===== src/rtl/k_fifo_pkg.sv =====
// Shared constants and helpers for the FIFO pointer/flag controller.
package k_fifo_pkg;

   localparam int FIFO_RST_PTR   = 0;
   localparam int FIFO_DEF_ASIZE = 1;

   // Pointer width: address bits plus one wrap bit.
   function automatic int ptr_w(input int asize);
      return asize + 1;
   endfunction

endpackage


===== src/rtl/k_fifo_ptr.sv =====
// Wrap counter used for both the write and read pointers.
// Width is addr_size+1; the MSB is the wrap bit that separates full from empty.
module k_fifo_ptr
   import k_fifo_pkg::*;
#(
   parameter int addr_size = FIFO_DEF_ASIZE
)
(
   input  logic                          clk,
   input  logic                          rst_n,
   input  logic                          inc,
   output logic [ptr_w(addr_size)-1:0]   ptr
);

   localparam int PW = ptr_w(addr_size);

   logic [PW-1:0] r_ptr;

   // Advance by one on inc, with natural binary rollover.
   always_ff @(posedge clk or negedge rst_n) begin
      if (!rst_n) begin
         r_ptr <= PW'(FIFO_RST_PTR);
      end else if (inc) begin
         r_ptr <= r_ptr + PW'(1);
      end
   end

   assign ptr = r_ptr;

endmodule


===== src/rtl/k_fifo_2deep_ctrl.sv =====
// Pointer and flag controller for a small show-ahead FIFO built on a
// dual-port RAM with combinational read. Drives the RAM write enable and
// addresses, decodes full/empty/count from the pointers and keeps sticky
// overflow/underflow flags.
module k_fifo_2deep_ctrl
   import k_fifo_pkg::*;
#(
   parameter int addr_size = FIFO_DEF_ASIZE
)
(
   input  logic                 clk,
   input  logic                 rst_n,
   input  logic                 push,
   input  logic                 pop,
   input  logic                 clr_err,
   output logic                 wen,
   output logic [addr_size-1:0] waddr,
   output logic [addr_size-1:0] raddr,
   output logic                 full,
   output logic                 empty,
   output logic [addr_size:0]   count,
   output logic                 overflow,
   output logic                 underflow
);

   localparam int PW = ptr_w(addr_size);

   logic [PW-1:0] w_wptr;
   logic [PW-1:0] w_rptr;
   logic          w_pop_ok;
   logic          w_push_ok;
   logic          w_ovf_set;
   logic          w_unf_set;
   logic          r_overflow;
   logic          r_underflow;

   // A pop frees the slot in the same edge, so a full FIFO may still accept
   // a push alongside it; an empty FIFO never lets a push fall through.
   assign w_pop_ok  = pop && !empty;
   assign w_push_ok = push && (!full || w_pop_ok);
   assign w_ovf_set = push && !w_push_ok;
   assign w_unf_set = pop && !w_pop_ok;

   k_fifo_ptr #(.addr_size(addr_size)) u_wptr (
      .clk   (clk),
      .rst_n (rst_n),
      .inc   (w_push_ok),
      .ptr   (w_wptr)
   );

   k_fifo_ptr #(.addr_size(addr_size)) u_rptr (
      .clk   (clk),
      .rst_n (rst_n),
      .inc   (w_pop_ok),
      .ptr   (w_rptr)
   );

   // Flags and addresses decode straight from the registered pointers.
   assign empty = (w_wptr == w_rptr);
   assign full  = (w_wptr[addr_size-1:0] == w_rptr[addr_size-1:0]) &&
                  (w_wptr[addr_size] != w_rptr[addr_size]);
   assign count = w_wptr - w_rptr;
   assign waddr = w_wptr[addr_size-1:0];
   assign raddr = w_rptr[addr_size-1:0];

   // Gate with rst_n so no RAM write can slip through while held in reset.
   assign wen = w_push_ok && rst_n;

   // Sticky error flags; a fresh error in the clearing cycle wins over clr_err.
   always_ff @(posedge clk or negedge rst_n) begin
      if (!rst_n) begin
         r_overflow  <= 1'b0;
         r_underflow <= 1'b0;
      end else begin
         r_overflow  <= w_ovf_set || (r_overflow  && !clr_err);
         r_underflow <= w_unf_set || (r_underflow && !clr_err);
      end
   end

   assign overflow  = r_overflow;
   assign underflow = r_underflow;

endmodule

===== config.mk =====
export PLATFORM = sky130hd
export DESIGN_NAME = k_fifo_2deep_ctrl
export DESIGN_NICKNAME = d
export VERILOG_FILES = /design/src/rtl/k_fifo_pkg.sv /design/src/rtl/k_fifo_ptr.sv /design/src/rtl/k_fifo_2deep_ctrl.sv
export SDC_FILE = /design/constraint.sdc
export NUM_CORES = 1
export LEC_CHECK = 0
export CAP_MARGIN = 10
export CORE_AREA = 2 2 39 41
export DETAILED_ROUTE_END_ITERATION = 16
export DIE_AREA = 0 0 41 43
export DONT_BUFFER_PORTS = 1
export PLACE_DENSITY_LB_ADDON = 0.15
export SLEW_MARGIN = 20
export SYNTH_ARGS = -nofsm -noshare
export SYNTH_HDL_FRONTEND = slang
export SYNTH_SLANG_ARGS = --single-unit

===== constraint.sdc =====
create_clock -name clk -period 3.3 [get_ports clk]
set_input_delay 0.99 -clock clk [delete_from_list [all_inputs] [get_ports clk]]
set_output_delay 0.99 -clock clk [all_outputs]
set_load 0.005 [all_outputs]

# Yosys cells after proc, flatten, opt, wreduce, memory -nomap -nowiden
# Index checks and enable logic that the tools add are counted.
[word_totals]
regBits = 6
latch_bits = 0
ramBits = 0
rom_bits = 0
elab_cells = 26
n_memories = 0
[classes]
n_addsub = 3
mul = 0
div = 0
magnitude_cmp = 0
n_eq_ne = 3
shift = 0
n_mux = 0
bitwise_logic = 0
n_reduce_logical = 16
[op_table]
columns = ["op", "n"]
rows = [
  ["$logic_and 1x1->1", 8],
  ["$logic_not 1->1", 5],
  ["$add 2x1->2 const B", 2],
  ["$logic_or 1x1->1", 3],
  ["$eq 2x2->1", 1],
  ["$sub 2x2->2", 1],
  ["$eq 1x1->1", 1],
  ["$ne 1x1->1", 1],
]

# Longest topological paths before layout
[depth]
ltp_word = 8
ltp_mapped = 5

# Cells and area by module
# From an unflattened synthesis, not the netlist that was laid out.
[unflattened]
cells_unflattened = 28
area_unflattened_um2 = 300.3
[modules_own_cells]
columns = ["module", "n_inst", "cells_each", "area_each_um2", "seq_area_each_um2"]
rows = [
  ["k_fifo_2deep_ctrl", 1, 18, 157.7, 50.0],
  ["k_fifo_ptr", 2, 5, 71.3, 50.0],
]

# Worst setup path after synthesis
# Ideal clock, no wire load.
[synth_timing]
path_kind = "input to output"
startpoint = "input port pop"
endpoint = "output port wen"
t_arrival_ps = 1366
required_time_ps = 2310
slack_ps = 944
cell_stages = 3
path_buffers = 0
cell_sequence = "nand2b_1 > o21ai_2 > nor2_1"
[synth_between]
elab_chain_cells = 4
[synth_lines]
columns = ["element", "line_no", "rtl"]
rows = [
  ["from (decl)", "k_fifo_2deep_ctrl.sv:14", "input logic pop,"],
  ["$logic_and 1x1->1", "k_fifo_2deep_ctrl.sv:39", "assign w_pop_ok = pop && !empty;"],
  ["$logic_or 1x1->1", "k_fifo_2deep_ctrl.sv:40", "assign w_push_ok = push && (!full || w_pop_ok);"],
  ["$logic_and 1x1->1", "k_fifo_2deep_ctrl.sv:40", ""],
  ["$logic_and 1x1->1", "k_fifo_2deep_ctrl.sv:67", "assign wen = w_push_ok && rst_n;"],
  ["to (decl)", "k_fifo_2deep_ctrl.sv:16", "output logic wen,"],
]
# No other way between the ends.

# Worst setup path in the final report
[layout_timing]
startpoint = "register u_wptr.r_ptr[0] (netlist: u_wptr.ptr[0])"
endpoint = "output port wen"
[layout_between]
elab_chain_cells = 6
elab_cells_between_ends = 9
classes_between = "eq/ne (2); reduce/logical (7)"
[layout_lines]
columns = ["element", "line_no", "rtl"]
rows = [
  ["from (decl)", "k_fifo_ptr.sv:17", "logic [PW-1:0] r_ptr;"],
  ["from (signal assigned)", "k_fifo_ptr.sv:22", "r_ptr <= PW'(FIFO_RST_PTR);"],
  ["from (signal assigned)", "k_fifo_ptr.sv:24", "r_ptr <= r_ptr + PW'(1);"],
  ["$eq 2x2->1 or $eq 1x1->1 (tied branches)", "k_fifo_2deep_ctrl.sv:59, k_fifo_2deep_ctrl.sv:60", ""],
  ["$logic_not 1->1 or $logic_and 1x1->1 (tied branches)", "k_fifo_2deep_ctrl.sv:39, k_fifo_2deep_ctrl.sv:60", ""],
  ["$logic_and 1x1->1 or $logic_not 1->1 (tied branches)", "k_fifo_2deep_ctrl.sv:39, k_fifo_2deep_ctrl.sv:40", ""],
  ["$logic_or 1x1->1 (*)", "k_fifo_2deep_ctrl.sv:40", ""],
  ["$logic_and 1x1->1 (*)", "k_fifo_2deep_ctrl.sv:40", ""],
  ["$logic_and 1x1->1 (*)", "k_fifo_2deep_ctrl.sv:67", ""],
]
# Mark *: on every way between the ends. The rest lies on a longest branch, timed or not.

==> impl_metrics.env <==
export IMPL_grt_total_usage_pct=9.15
export IMPL_max_stage_delay_ns=0.42
export IMPL_synth_area_um2=332
export IMPL_whs_ns=0.438
export IMPL_grt_pass1_wl_mm=1.00
export IMPL_initial_core_util_pct=24.0
export IMPL_cp_end_kind="primary output"
export IMPL_critical_path_class="reg -> out"
export IMPL_cts_tree="built"
export IMPL_clk_latency_ns=0.24
export IMPL_postCtsResizedCells=0
export IMPL_synth_area_per_cell_um2=10.0
export IMPL_power_density_nw_per_um2=1200
export IMPL_drive_gt1_share_pct=16.7
export IMPL_power_leakage_nw=0.185
export IMPL_crit_family="flip-flops"
export IMPL_dieWidth_um=41
export IMPL_grt_max_degree=8
export IMPL_fin_crit_ns=2.49
export IMPL_diodes=0
export IMPL_status="finished, final reports clean"
export IMPL_boundaryPins=14
export IMPL_gp_congestion=0.589
export IMPL_setup_worst_path_start_class="register"
export IMPL_area_growth_synth_to_final_pct=12.8
export IMPL_design_die_area_um2=1760
export IMPL_required_ns=2.31
export IMPL_setup_viol=0
export IMPL_routed_wl_um=631
export IMPL_clock_sinks=6
export IMPL_reg2reg_depth=5
export IMPL_overflow=0
export IMPL_layout_common_cells="dfrtp_1 (6), inv_1 (4), nor2_1 (4)"
export IMPL_worst_path_buf_inv=1
export IMPL_cts_buffers=3
export IMPL_tightest_slew_ns=0.355
export IMPL_cp_arrival_ns=1.50
export IMPL_tns_ns=0
export IMPL_fin_ws_ns=0.812
export IMPL_firstDrtPassIters=1
export IMPL_hold_buffers=0
export IMPL_crit_cells=5
export IMPL_synth_distinct_cells=18
export IMPL_die_height_um=43
export IMPL_syn_inst=33
export IMPL_stdcell_area_um2=374
export IMPL_synth_fa_ha_area_share_pct=3.77
export IMPL_coreArea_um2=1380
export IMPL_critical_path_peak_fanout=6
export IMPL_grt_setup_unrepaired="false"
export IMPL_cts_root_buf="clkbuf_4"
export IMPL_clock_path_buffers=2
export IMPL_rows=14
export IMPL_finalHoldViolations=0
export IMPL_synth_mux_area_share_pct=3.02
export IMPL_final_common_cell="dfrtp_1"
export IMPL_finalMaxSlewViolations=0
export IMPL_relSlewSlack_pct=76.2
export IMPL_yosysSeqAreaShare_pct=45.3
export IMPL_placed_area_um2=352
export IMPL_drt_iter0_markers=0
export IMPL_final_antenna_net_count=0
export IMPL_dp_slack_ns=0.890
export IMPL_period_share_pct=75.4
export IMPL_cap_violations=0
export IMPL_ys_ff_latch=6
export IMPL_grt_antenna_before_repair=0
export IMPL_cts_post_setup_buffers_inserted=0
export IMPL_timing_fmax_mhz=402
export IMPL_port_buffers=0
export IMPL_yosys_warnings=0
export IMPL_crit_chain="inv_1 -> ha_1 -> nand2b_1 -> o21ai_2 -> nor2_1"
export IMPL_synth_compound_area_share_pct=14.3
export IMPL_syn_num_nets=39
export IMPL_final_net_count=44
export IMPL_finish_utilization_pct=27.0
export IMPL_grt_pass1_vias=240
export IMPL_yosys_area_share_simple_pct=16.2
export IMPL_synth_xor_area_share_pct=12.8
export IMPL_clk_pin_slew_ns=0.05
export IMPL_drc=0
export IMPL_finalClockSkew_ns=0.00563
export IMPL_cts_htree_levels=1
export IMPL_vias=236
export IMPL_synth_top_family_by_area="simple AND/OR/NAND/NOR gates"
export IMPL_dp_hpwl_um=545
export IMPL_irDropWorstVdd_uv=299
export IMPL_via_per_inst=4.54
export IMPL_routedWlPerCell_um=12.1
export IMPL_critPathSlowestCell="dfrtp_1"
export IMPL_hold_path_class="in -> async"
[final timing paths]
kind	startpoint	to	slack, ns
setup / recovery	u_wptr.ptr[0]	wen	0.81
hold / removal	rst_n	u_rptr.ptr[0]	0.44
setup reg to reg	u_wptr.ptr[0]	u_wptr.ptr[1]	1.75
hold reg to reg	underflow	underflow	0.53
max in group asynchronous	rst_n	u_wptr.ptr[0]	2.79
min in group clk	underflow	underflow	0.53
[metrics by stage]
step | total power (W) | instances
2_1_floorplan | 0.000346 | 33
3_3_place_gp | 0.000384 | 49
3_5_place_dp | 0.000392 | 49
4_1_cts | 0.000462 | 52
5_1_grt | 0.000501 | 52
6_report | 0.000450 | 52
[layer usage]
| layer | GRT usage [%] | wire length (um) | vias to the layer above |
|---|---|---|---|
| met5 | 0 | 0 | - |
| met4 | 8.00 | 0 | 0 |
| met3 | 5.24 | 63 | 0 |
| met2 | 12.2 | 303 | 11 |
| met1 | 9.71 | 264 | 108 |
| li1 | - | - | 117 |
[cell families (layout without fill, tap and decap cells)]
group                      after synthesis  in the layout
AOI/OAI and AO/OA                        6              6
xor gates and xnor gates                 4              4
adders and majority gates                1              1
buffers and inverters                    4              7
DFF                                      6              6
muxes                                    1              1
and+or+nand+nor                         11             11
[flip-flops by register name, indices dropped and copies added, names as in the netlist]
signal and count:
u_rptr.ptr 2, u_wptr.ptr 2, overflow 1, underflow 1
[area by class of cell]
type / instances / area [um2]
Inverter: 4 / 15.0
Fill cell: 152 / 1010
Multi-Input combinational cell: 23 / 166
Clock buffer: 3 / 22.5
Tap cell: 16 / 20.0
Sequential cell: 6 / 150
[cells in the mapped netlist]
cell type	count	area share [%]
a211o_1	1	2.6
a21boi_1	1	2.3
a22o_1	2	5.3
and2_4	1	2.6
dfrtp_1	6	45
ha_1	1	3.8
inv_1	4	4.5
mux2i_1	1	3.0
nand2_1	3	3.4
nand2b_1	1	1.9
nor2_1	4	4.5
nor3_1	1	1.5
nor3b_1	1	2.3
o21ai_0	1	1.5
o21ai_2	1	2.6
xnor2_1	2	5.3
xnor2_2	1	4.9
xor2_1	1	2.6
[power breakdown]
part,switching (W),total [W],internal (W)
logic,0.000121,0.000228,0.000106
registers,0.0000439,0.000155,0.000111
clock network,0.0000265,0.0000677,0.0000411
total,0.000192,0.000450,0.000259
No activity file was read; power rests on OpenSTA's default activity.
